===== config.mk =====
export PLATFORM = sky130hd
export DESIGN_NAME = io_cmd_arbiter
export DESIGN_NICKNAME = d
export VERILOG_FILES = /design/src/rtl/io_cmd_pkg.sv /design/src/rtl/rr_pick.sv /design/src/rtl/io_cmd_arbiter.sv
export SDC_FILE = /design/constraint.sdc
export NUM_CORES = 1
export LEC_CHECK = 0
export ABC_AREA = 1
export CAP_MARGIN = 20
export CORE_ASPECT_RATIO = 0.75
export CORE_UTILIZATION = 45
export DETAILED_ROUTE_END_ITERATION = 6
export HOLD_SLACK_MARGIN = 0.15
export PLACE_DENSITY = 0.95
export SLEW_MARGIN = 20
export SYNTH_ARGS = -nofsm -noshare
export SYNTH_HDL_FRONTEND = slang
export SYNTH_SLANG_ARGS = --single-unit

===== constraint.sdc =====
create_clock -name clk -period 5.4 [get_ports clk]
set_input_delay 1.08 -clock clk [delete_from_list [all_inputs] [get_ports clk]]
set_output_delay 1.08 -clock clk [all_outputs]
set_load 0.005 [all_outputs]

===== src/rtl/io_cmd_pkg.sv =====
// Shared definitions for the IO command arbiter: opcodes, FSM states and
// the opcode classification helper.
package io_cmd_pkg;

  localparam logic [7:0] RST      = 8'h01;
  localparam logic [7:0] ON       = 8'h05;
  localparam logic [7:0] OFF      = 8'h06;
  localparam logic [7:0] GPIOOUT  = 8'h07;
  localparam logic [7:0] GPIOIN   = 8'h08;
  localparam logic [7:0] UARTSEND = 8'h09;
  localparam logic [7:0] UARTSEL  = 8'h0A;

  typedef enum logic [1:0] {
    IDLE,
    ISSUE,
    WAIT,
    RESP
  } arb_state_e;

  // Only GPIO reads return data; unknown opcodes behave as posted.
  function automatic logic is_responding(input logic [7:0] opcode);
    logic r;
    case (opcode)
      RST, ON, OFF, GPIOOUT, UARTSEND, UARTSEL: r = 1'b0;
      GPIOIN:                                   r = 1'b1;
      default:                                  r = 1'b0;
    endcase
    return r;
  endfunction

endpackage


===== src/rtl/rr_pick.sv =====
// Combinational round-robin picker: first set request bit scanning upward
// from ptr+1 (mod NREQ).
module rr_pick #(
  parameter int unsigned NREQ = 4,
  parameter int unsigned IW   = 2
) (
  input  logic [NREQ-1:0] req,
  input  logic [IW-1:0]   ptr,
  output logic            found,
  output logic [IW-1:0]   idx
);

  logic [IW-1:0] cand;

  always_comb begin
    found = 1'b0;
    idx   = '0;
    cand  = '0;
    for (int unsigned off = 1; off <= NREQ; off++) begin
      cand = IW'((32'(ptr) + off) % NREQ);
      if (!found && req[cand]) begin
        found = 1'b1;
        idx   = cand;
      end
    end
  end

endmodule


===== src/rtl/io_cmd_arbiter.sv =====
// Round-robin arbiter sharing the IO command port between NREQ requesters.
// Optional IO_ARB_RST_GUARD_EN: only requester 0 may issue the RST opcode.
module io_cmd_arbiter
  import io_cmd_pkg::*;
#(
  parameter int unsigned NREQ    = 4,
  parameter int unsigned CMD_W   = 24,
  parameter int unsigned TIMEOUT = 255
) (
  input  logic                      clk,
  input  logic                      rst,
  input  logic [NREQ-1:0]           req_valid,
  input  logic [NREQ*CMD_W-1:0]     req_cmd,
  output logic [NREQ-1:0]           req_ack,
  output logic [NREQ-1:0]           rsp_valid,
  output logic [CMD_W-1:0]          rsp_data,
  output logic                      rsp_err,
  output logic                      io_start,
  output logic [CMD_W-1:0]          io_in,
  input  logic                      io_rdy,
  input  logic [CMD_W-1:0]          io_out,
  output logic                      busy,
  output logic [$clog2(NREQ)-1:0]   grant_id
);

  localparam int unsigned IW = $clog2(NREQ);
  localparam int unsigned CW = $clog2(TIMEOUT + 1);

  arb_state_e       state;
  logic [IW-1:0]    ptr;
  logic [7:0]       op_q;
  logic             guard_q;
  logic [CW-1:0]    cnt;

  logic             pick_found;
  logic [IW-1:0]    pick_idx;
  logic [CMD_W-1:0] pick_cmd;
  logic             pick_guarded;

  logic             done;
  logic [CMD_W-1:0] done_data;
  logic             done_err;

  rr_pick #(
    .NREQ (NREQ),
    .IW   (IW)
  ) u_pick (
    .req   (req_valid),
    .ptr   (ptr),
    .found (pick_found),
    .idx   (pick_idx)
  );

  always_comb begin
    pick_cmd = '0;
    for (int unsigned i = 0; i < NREQ; i++) begin
      if (pick_idx == IW'(i)) pick_cmd = req_cmd[i*CMD_W +: CMD_W];
    end
  end

`ifdef IO_ARB_RST_GUARD_EN
  assign pick_guarded = (pick_cmd[CMD_W-1 -: 8] == RST) && (pick_idx != '0);
`else
  assign pick_guarded = 1'b0;
`endif

  // Ack is a same-cycle grant indication, suppressed while reset is held.
  assign req_ack = (rst && state == IDLE && pick_found) ? (NREQ'(1) << pick_idx) : '0;

  always_comb begin
    done      = 1'b0;
    done_data = '0;
    done_err  = 1'b0;
    case (state)
      ISSUE: begin
        if (guard_q) begin
          done     = 1'b1;
          done_err = 1'b1;
        end else if (!is_responding(op_q)) begin
          done = 1'b1;
        end else if (io_rdy) begin
          done      = 1'b1;
          done_data = io_out;
        end
      end
      WAIT: begin
        if (io_rdy) begin
          done      = 1'b1;
          done_data = io_out;
        end else if (cnt == CW'(TIMEOUT - 1)) begin
          done     = 1'b1;
          done_err = 1'b1;
        end
      end
      default: ;
    endcase
  end

  // Outputs are registered on entry to the state they belong to, so
  // io_start is high during ISSUE and rsp_valid during RESP.
  always_ff @(posedge clk or negedge rst) begin
    if (!rst) begin
      state     <= IDLE;
      ptr       <= IW'(NREQ - 1);
      op_q      <= '0;
      guard_q   <= 1'b0;
      cnt       <= '0;
      grant_id  <= '0;
      io_start  <= 1'b0;
      io_in     <= '0;
      rsp_valid <= '0;
      rsp_data  <= '0;
      rsp_err   <= 1'b0;
      busy      <= 1'b0;
    end else begin
      io_start  <= 1'b0;
      io_in     <= '0;
      rsp_valid <= '0;
      case (state)
        IDLE: begin
          if (pick_found) begin
            op_q     <= pick_cmd[CMD_W-1 -: 8];
            guard_q  <= pick_guarded;
            grant_id <= pick_idx;
            ptr      <= pick_idx;
            io_start <= !pick_guarded;
            io_in    <= pick_guarded ? '0 : pick_cmd;
            busy     <= 1'b1;
            state    <= ISSUE;
          end
        end
        ISSUE, WAIT: begin
          if (done) begin
            rsp_valid <= NREQ'(1) << grant_id;
            rsp_data  <= done_data;
            rsp_err   <= done_err;
            state     <= RESP;
          end else if (state == ISSUE) begin
            cnt   <= '0;
            state <= WAIT;
          end else begin
            cnt <= cnt + 1'b1;
          end
        end
        RESP: begin
          rsp_data <= '0;
          rsp_err  <= 1'b0;
          busy     <= 1'b0;
          state    <= IDLE;
        end
        default: state <= IDLE;
      endcase
    end
  end

endmodule


======== After elaboration in Yosys (flattened, before gate mapping) ========
Index checks and enable logic that the tools add are counted.
operators by class
  shift-type cells ........................ 2
  $add $sub $neg .......................... 5
  mux-type cells .......................... 50
  $lt $le $gt $ge ......................... 4
  divide/modulo/power cells ............... 0
  equality and inequality tests ........... 11
  bitwise logic cells ..................... 1
  $mul .................................... 0
  reductions and logical operators ........ 18
operator list
  kind                                                                           number
  24-bit 2-to-1 mux                                                              9
  24-bit case mux with 2 select lines                                            2
  1-bit 2-to-1 mux                                                               20
  2-bit 2-to-1 mux                                                               7
  2-bit by 3-bit less-than comparator with 1-bit output (second input constant)  4
  4-bit 2-to-1 mux                                                               3
  2-bit AND reduction                                                            5
  8-bit by 1-bit adder with 8-bit output (second input constant)                 1
  1-bit binary-select mux with 2-bit select                                      4
  2-bit equality test (second input constant)                                    4
  8-bit by 4-bit equality test with 1-bit output (second input constant)         1
  8-bit equality test (second input constant)                                    1
  8-bit 2-to-1 mux                                                               1
  1-bit by 2-bit left shift with 4-bit output (first input constant)             2
  1-bit case mux with 2 select lines                                             3
  2-bit case mux with 3 select lines                                             1
  1-bit logical AND                                                              5
  2-bit by 1-bit adder with 2-bit output (second input constant)                 2
  2-bit adder (second input constant)                                            2
  2-bit by 1-bit equality test with 1-bit output (second input constant)         2
  2-bit zero test                                                                2
  2-bit != test (second input constant)                                          2
  2-bit nonzero test                                                             2
  1-bit zero test                                                                3
  3 further kinds                                                                3
word-level totals
  input bits .............................. 127
  output and inout bits ................... 61
  latch bits .............................. 0
  logic and storage cells ................. 102
  bits in writable memories ............... 0
  ROM bits ................................ 0
  register bits after elaboration ......... 77
  memories kept ........................... 0

======== Longest topological paths before layout ========
  depth in word-level cells ............... 20
  depth in mapped cells ................... 17
  mapped depth without buffers ............ 16

======== Cells and area by module ========
A second synthesis with hierarchy kept.
second synthesis, totals
  cell total of the unflattened synthesis .. 511
  area, all modules ....................... 4075.2 um2
modules (own cells, without submodules)
  module          instances  area each (um2)  cells each  seq. area each (um2)
  io_cmd_arbiter  1          3784.9           462         1929.4
  rr_pick         1          290.3            49          0.0

======== Worst setup path before layout ========
Ideal clock, no wire load.
  path type ............................... in2out
  start point ............................. input req_valid[3]
  end point ............................... output req_ack[1]
  stages on the path ...................... 11
  slack ................................... 2.205 ns
  data required time ...................... 4.320 ns
  path buffers ............................ 1
  data arrival time ....................... 2.115 ns
  cell sequence ........................... nand2_1 -> nand2_1 -> nand2_2 -> a21boi_1 -> nand2_1 -> inv_1 -> nand2_4 -> nor2_4 -> inv_2 -> buf_6 -> nor2_1
on the way
  longest elaborated chain between the ends .. 14
  elaborated cells on any way between the ends .. 25
  those cells by class .................... 1 x shift; 17 x mux; 7 x reduce/logical
ends and longest elaborated chain
  item                                                                              RTL line              source
  from (decl)                                                                       io_cmd_arbiter.sv:12  input logic [NREQ-1:0] req_valid,
  1-bit binary-select mux with 2-bit select                                         rr_pick.sv:21         if (!found && req[cand]) begin
  1-bit 2-to-1 mux (not written as such)                                            rr_pick.sv:21
  1-bit 2-to-1 mux                                                                  rr_pick.sv:21
  1-bit zero test                                                                   rr_pick.sv:21
  1-bit logical AND                                                                 rr_pick.sv:21
  1-bit 2-to-1 mux                                                                  rr_pick.sv:21
  1-bit zero test                                                                   rr_pick.sv:21
  1-bit logical AND                                                                 rr_pick.sv:21
  1-bit 2-to-1 mux                                                                  rr_pick.sv:21
  1-bit zero test                                                                   rr_pick.sv:21
  1-bit logical AND                                                                 rr_pick.sv:21
  2-bit 2-to-1 mux or 1-bit 2-to-1 mux (tied branches)                              rr_pick.sv:21
  1-bit by 2-bit left shift with 4-bit output or 1-bit logical AND (tied branches)  io_cmd_arbiter.sv:68  assign req_ack = (rst && state == IDLE && pick_found) ? (NREQ'(1) << pick_idx) : '0;
  4-bit 2-to-1 mux *                                                                io_cmd_arbiter.sv:68
  to (decl)                                                                         io_cmd_arbiter.sv:14  output logic [NREQ-1:0] req_ack,
Mark *: on every way between the ends. The rest lies on a longest branch, timed or not. The select of a mux whose other input is x is not followed.

======== Worst setup path in the final report ========
Same ends and word-level chain as after synthesis.

==> impl_results.md <==
- Power Total: roughly 3.8 mW
- Slew Limit Fails: 0
- Slew at the pin closest to its max-slew limit: roughly 0.97 ns
- Synth top area cells: dfrtp_1 46%, nand2_1 12%, o21ai_0 9.1%, inv_1 8.0%, a21oi_1 4.0%
- Mapped Cells: 538
- Max Root-Sink Buffers: 2
- RSZ-0062 raised after global routing: no
- R2R cell count: 14
- Die H: ~85 µm
- Crit. End Element: output pin
- Initial Util: a little under half
- Syn_area_per_cell: roughly 7.7 µm²
- Crit path kind: in2out
- Hold_sp: op_q[6]$_DFFE_PN0P_
- Placed cell areas: a little over 6000 µm²
- Hold EP: op_q[6]$_DFFE_PN0P_
- Tcrit/Tclk final: between 80 and 90%
- Initial antenna violation count: 0
- Setup-failing EPs final: 0
- Post_cts resized: 0
- Post-CTS Setup Repair Bufs: 0
- Vias: approximately 4300
- Rel. slew slack: between 30% and 40%
- Fin Clk Skew: around 0.0086 ns
- First drt pass iteration count: 5
- Port-buffer cells: 187
- Clock net sink count: 77
- R2R Path End: op_q[7]$_DFFE_PN0P_
- Ports: about 190
- Yosys warns: 0
- Most frequent cells in the layout: 186 x clkdlybuf4s50_1, 127 x nand2_1, 88 x inv_1, 75 x o21ai_0, 75 x dfrtp_1
- Worst hold path type: reg2reg
- CP arrival: around 3.6 ns
- PD cells: about 600 nW/µm²
- Nets: approximately 850
- Vias per cell: around 5.2
- Largest net degree at the start of global routing: 78
- Fin crit period: ~4.7 ns
- Final Hold Slack: between 0.4 and 0.5 ns
- Vias in the first global route: roughly 4400
- CP required: 4.32 ns
- Worst Path Max Fanout: 44
- Max Freq: ~210 MHz
- Max_cap viols: 0
- Maximum VDD drop: 0.408 mV
- Final antenna diode count: 0
- CTS buffer count: 9
- WL final: between 10 and 15 mm
- Post-synth top area share: 45.5%
- Synth Cell Area: approximately 4100 µm²
- Hold Path Depth: 2
- Insertion delay to the later sink of the worst-skew pair: around 0.33 ns
- Die area: about 9600 µm²
- Root buf cell: clkbuf_16
- Initial DRC count: roughly 240
- Flop-to-flop setup slack: ~2.7 ns
- Design area: 6340 µm²
- Synthesized flop and latch total: 77
- FP Rows: 29
- GRT Overall Usage: a little over a quarter
- WL/cell: around 15 µm
- Reg-to-Reg Start: ptr[0]$_DFFE_PN1P_
- Setup tns final: 0 ns
- Area delta synth->final: 53.8%
- Largest area contributor in the netlist: dfrtp_1
- CTS tree: done
- Synth Net Count: about 670
- Register area share after synthesis: 46.8%
- CORE AREA: a little under 9000 µm²
- Final Hold Vio Count: 0
- GP Congestion: 0.928
- Remaining DRCs: 0
- First-pass GRT wire length: between 20 and 25 mm
- Commonest non-fill, non-tap cell in the layout: clkdlybuf4s50_1
- Grt total ovfl: 0
- Clock Pin Slew Worst Setup and Hold Paths: about 0.050 ns
- Yosys cell types: 32
- HPWL after DPL: approximately 9.5 mm
- Post-route ant nets: 0
- Lkg Pwr: 2.95 nW
- Die W: ~110 µm
- Startpoint Class: input port
- Share of cells above drive strength 1: about 6.5%
- Outcome: complete, no violations
- CTS Hold Bufs: 0
- CTS H-tree lvls: 3
## where the power goes
group	internal (mW)	switching [mW]
clock network	0.359	0.231
registers	0.814	0.137
logic	0.864	1.40
total	2.04	1.77
## how the worst max path moves through the flow
| stage | start | endpoint | slack [ns] | cells after the start |
|---|---|---|---|---|
| 5_1_grt | req_valid[0] | req_ack[1] | 0.55 | 12 |
| 2_1_floorplan | req_valid[3] | req_ack[1] | 2.20 | 11 |
| 3_5_place_dp | req_valid[3] | req_ack[1] | 0.82 | 12 |
| 6_report | req_valid[3] | req_ack[1] | 0.73 | 12 |
| 4_1_cts | req_valid[3] | req_ack[1] | 0.81 | 12 |
| 3_3_place_gp | req_valid[0] | req_ack[1] | 0.95 | 12 |
## worst max-delay path, stage by stage
cell,delay [ns]
clkdlybuf4s50_1,0.45
nand2_1,0.09
nand2_1,0.11
nand2_2,0.13
a21boi_1,0.21
nand2_1,0.12
inv_1,0.10
nand2_4,0.25
nor2_4,0.26
inv_2,0.14
nor2_1,0.12
clkdlybuf4s50_1,0.51
## Yosys cell counts, drive strengths merged
| cell | n |
|---|---|
| a21oi | 33 |
| o21ai | 90 |
| xor2 | 4 |
| nor2 | 21 |
| nand3 | 26 |
| o2111a | 1 |
| a21boi | 1 |
| o21a | 1 |
| ha | 6 |
| dfrtp | 75 |
| nand4 | 3 |
| dfstp | 2 |
| nand2 | 137 |
| clkbuf | 7 |
| inv | 93 |
| or2 | 4 |
| buf | 14 |
| o22ai | 2 |
| o31ai | 1 |
| nand3b | 8 |
| nor3 | 9 |
## stage by stage
step	setup slack [ns]	instances	util, %
after floorplan	2.20	538	-
after global placement	0.949	817	69.8
after detailed placement	0.816	817	69.8
after CTS	0.813	833	73.1
after global routing	0.551	833	73.1
final	0.733	833	73.1
## flip-flops by register name, summed over array words and instances (netlist names)
name	flops
ptr	2
rsp_data	24
rsp_err	1
rsp_valid	4
io_start	1
grant_id	2
state	2
cnt	8
io_in	24
op_q	8
busy	1
## logic make-up after synthesis
family | after synthesis | synth area share, %
adder cells (fa/ha/maj) | 6 | 1.82
flip-flops | 77 | 46.8
AO/OA/AOI/OAI | 129 | 16.1
buffers and inverters | 114 | 11.3
AND/OR/NAND/NOR | 208 | 23.2
XOR/XNOR | 4 | 0.850
## metal layers
layer,share of wire (%),vias up,global-route usage [%],wire length (µm)
li1,-,2065,-,-
met4,3.7,0,12.2,459
met3,6.4,45,5.93,802
met5,0,-,0,0
met2,51,216,48.9,6390
met1,39,2008,32.2,4880
## cell type report
| type | instances | area, µm² |
|---|---|---|
| Timing Repair Buffer | 192 | 1910 |
| Clock buffer | 11 | 233 |
| Fill cell | 616 | 2330 |
| Clock inverter | 5 | 58.8 |
| Tap cell | 108 | 135 |
| Multi-Input combinational cell | 347 | 1730 |
| Inverter | 93 | 352 |
| Sequential cell | 77 | 1930 |
(Power assumes the default switching activity.)
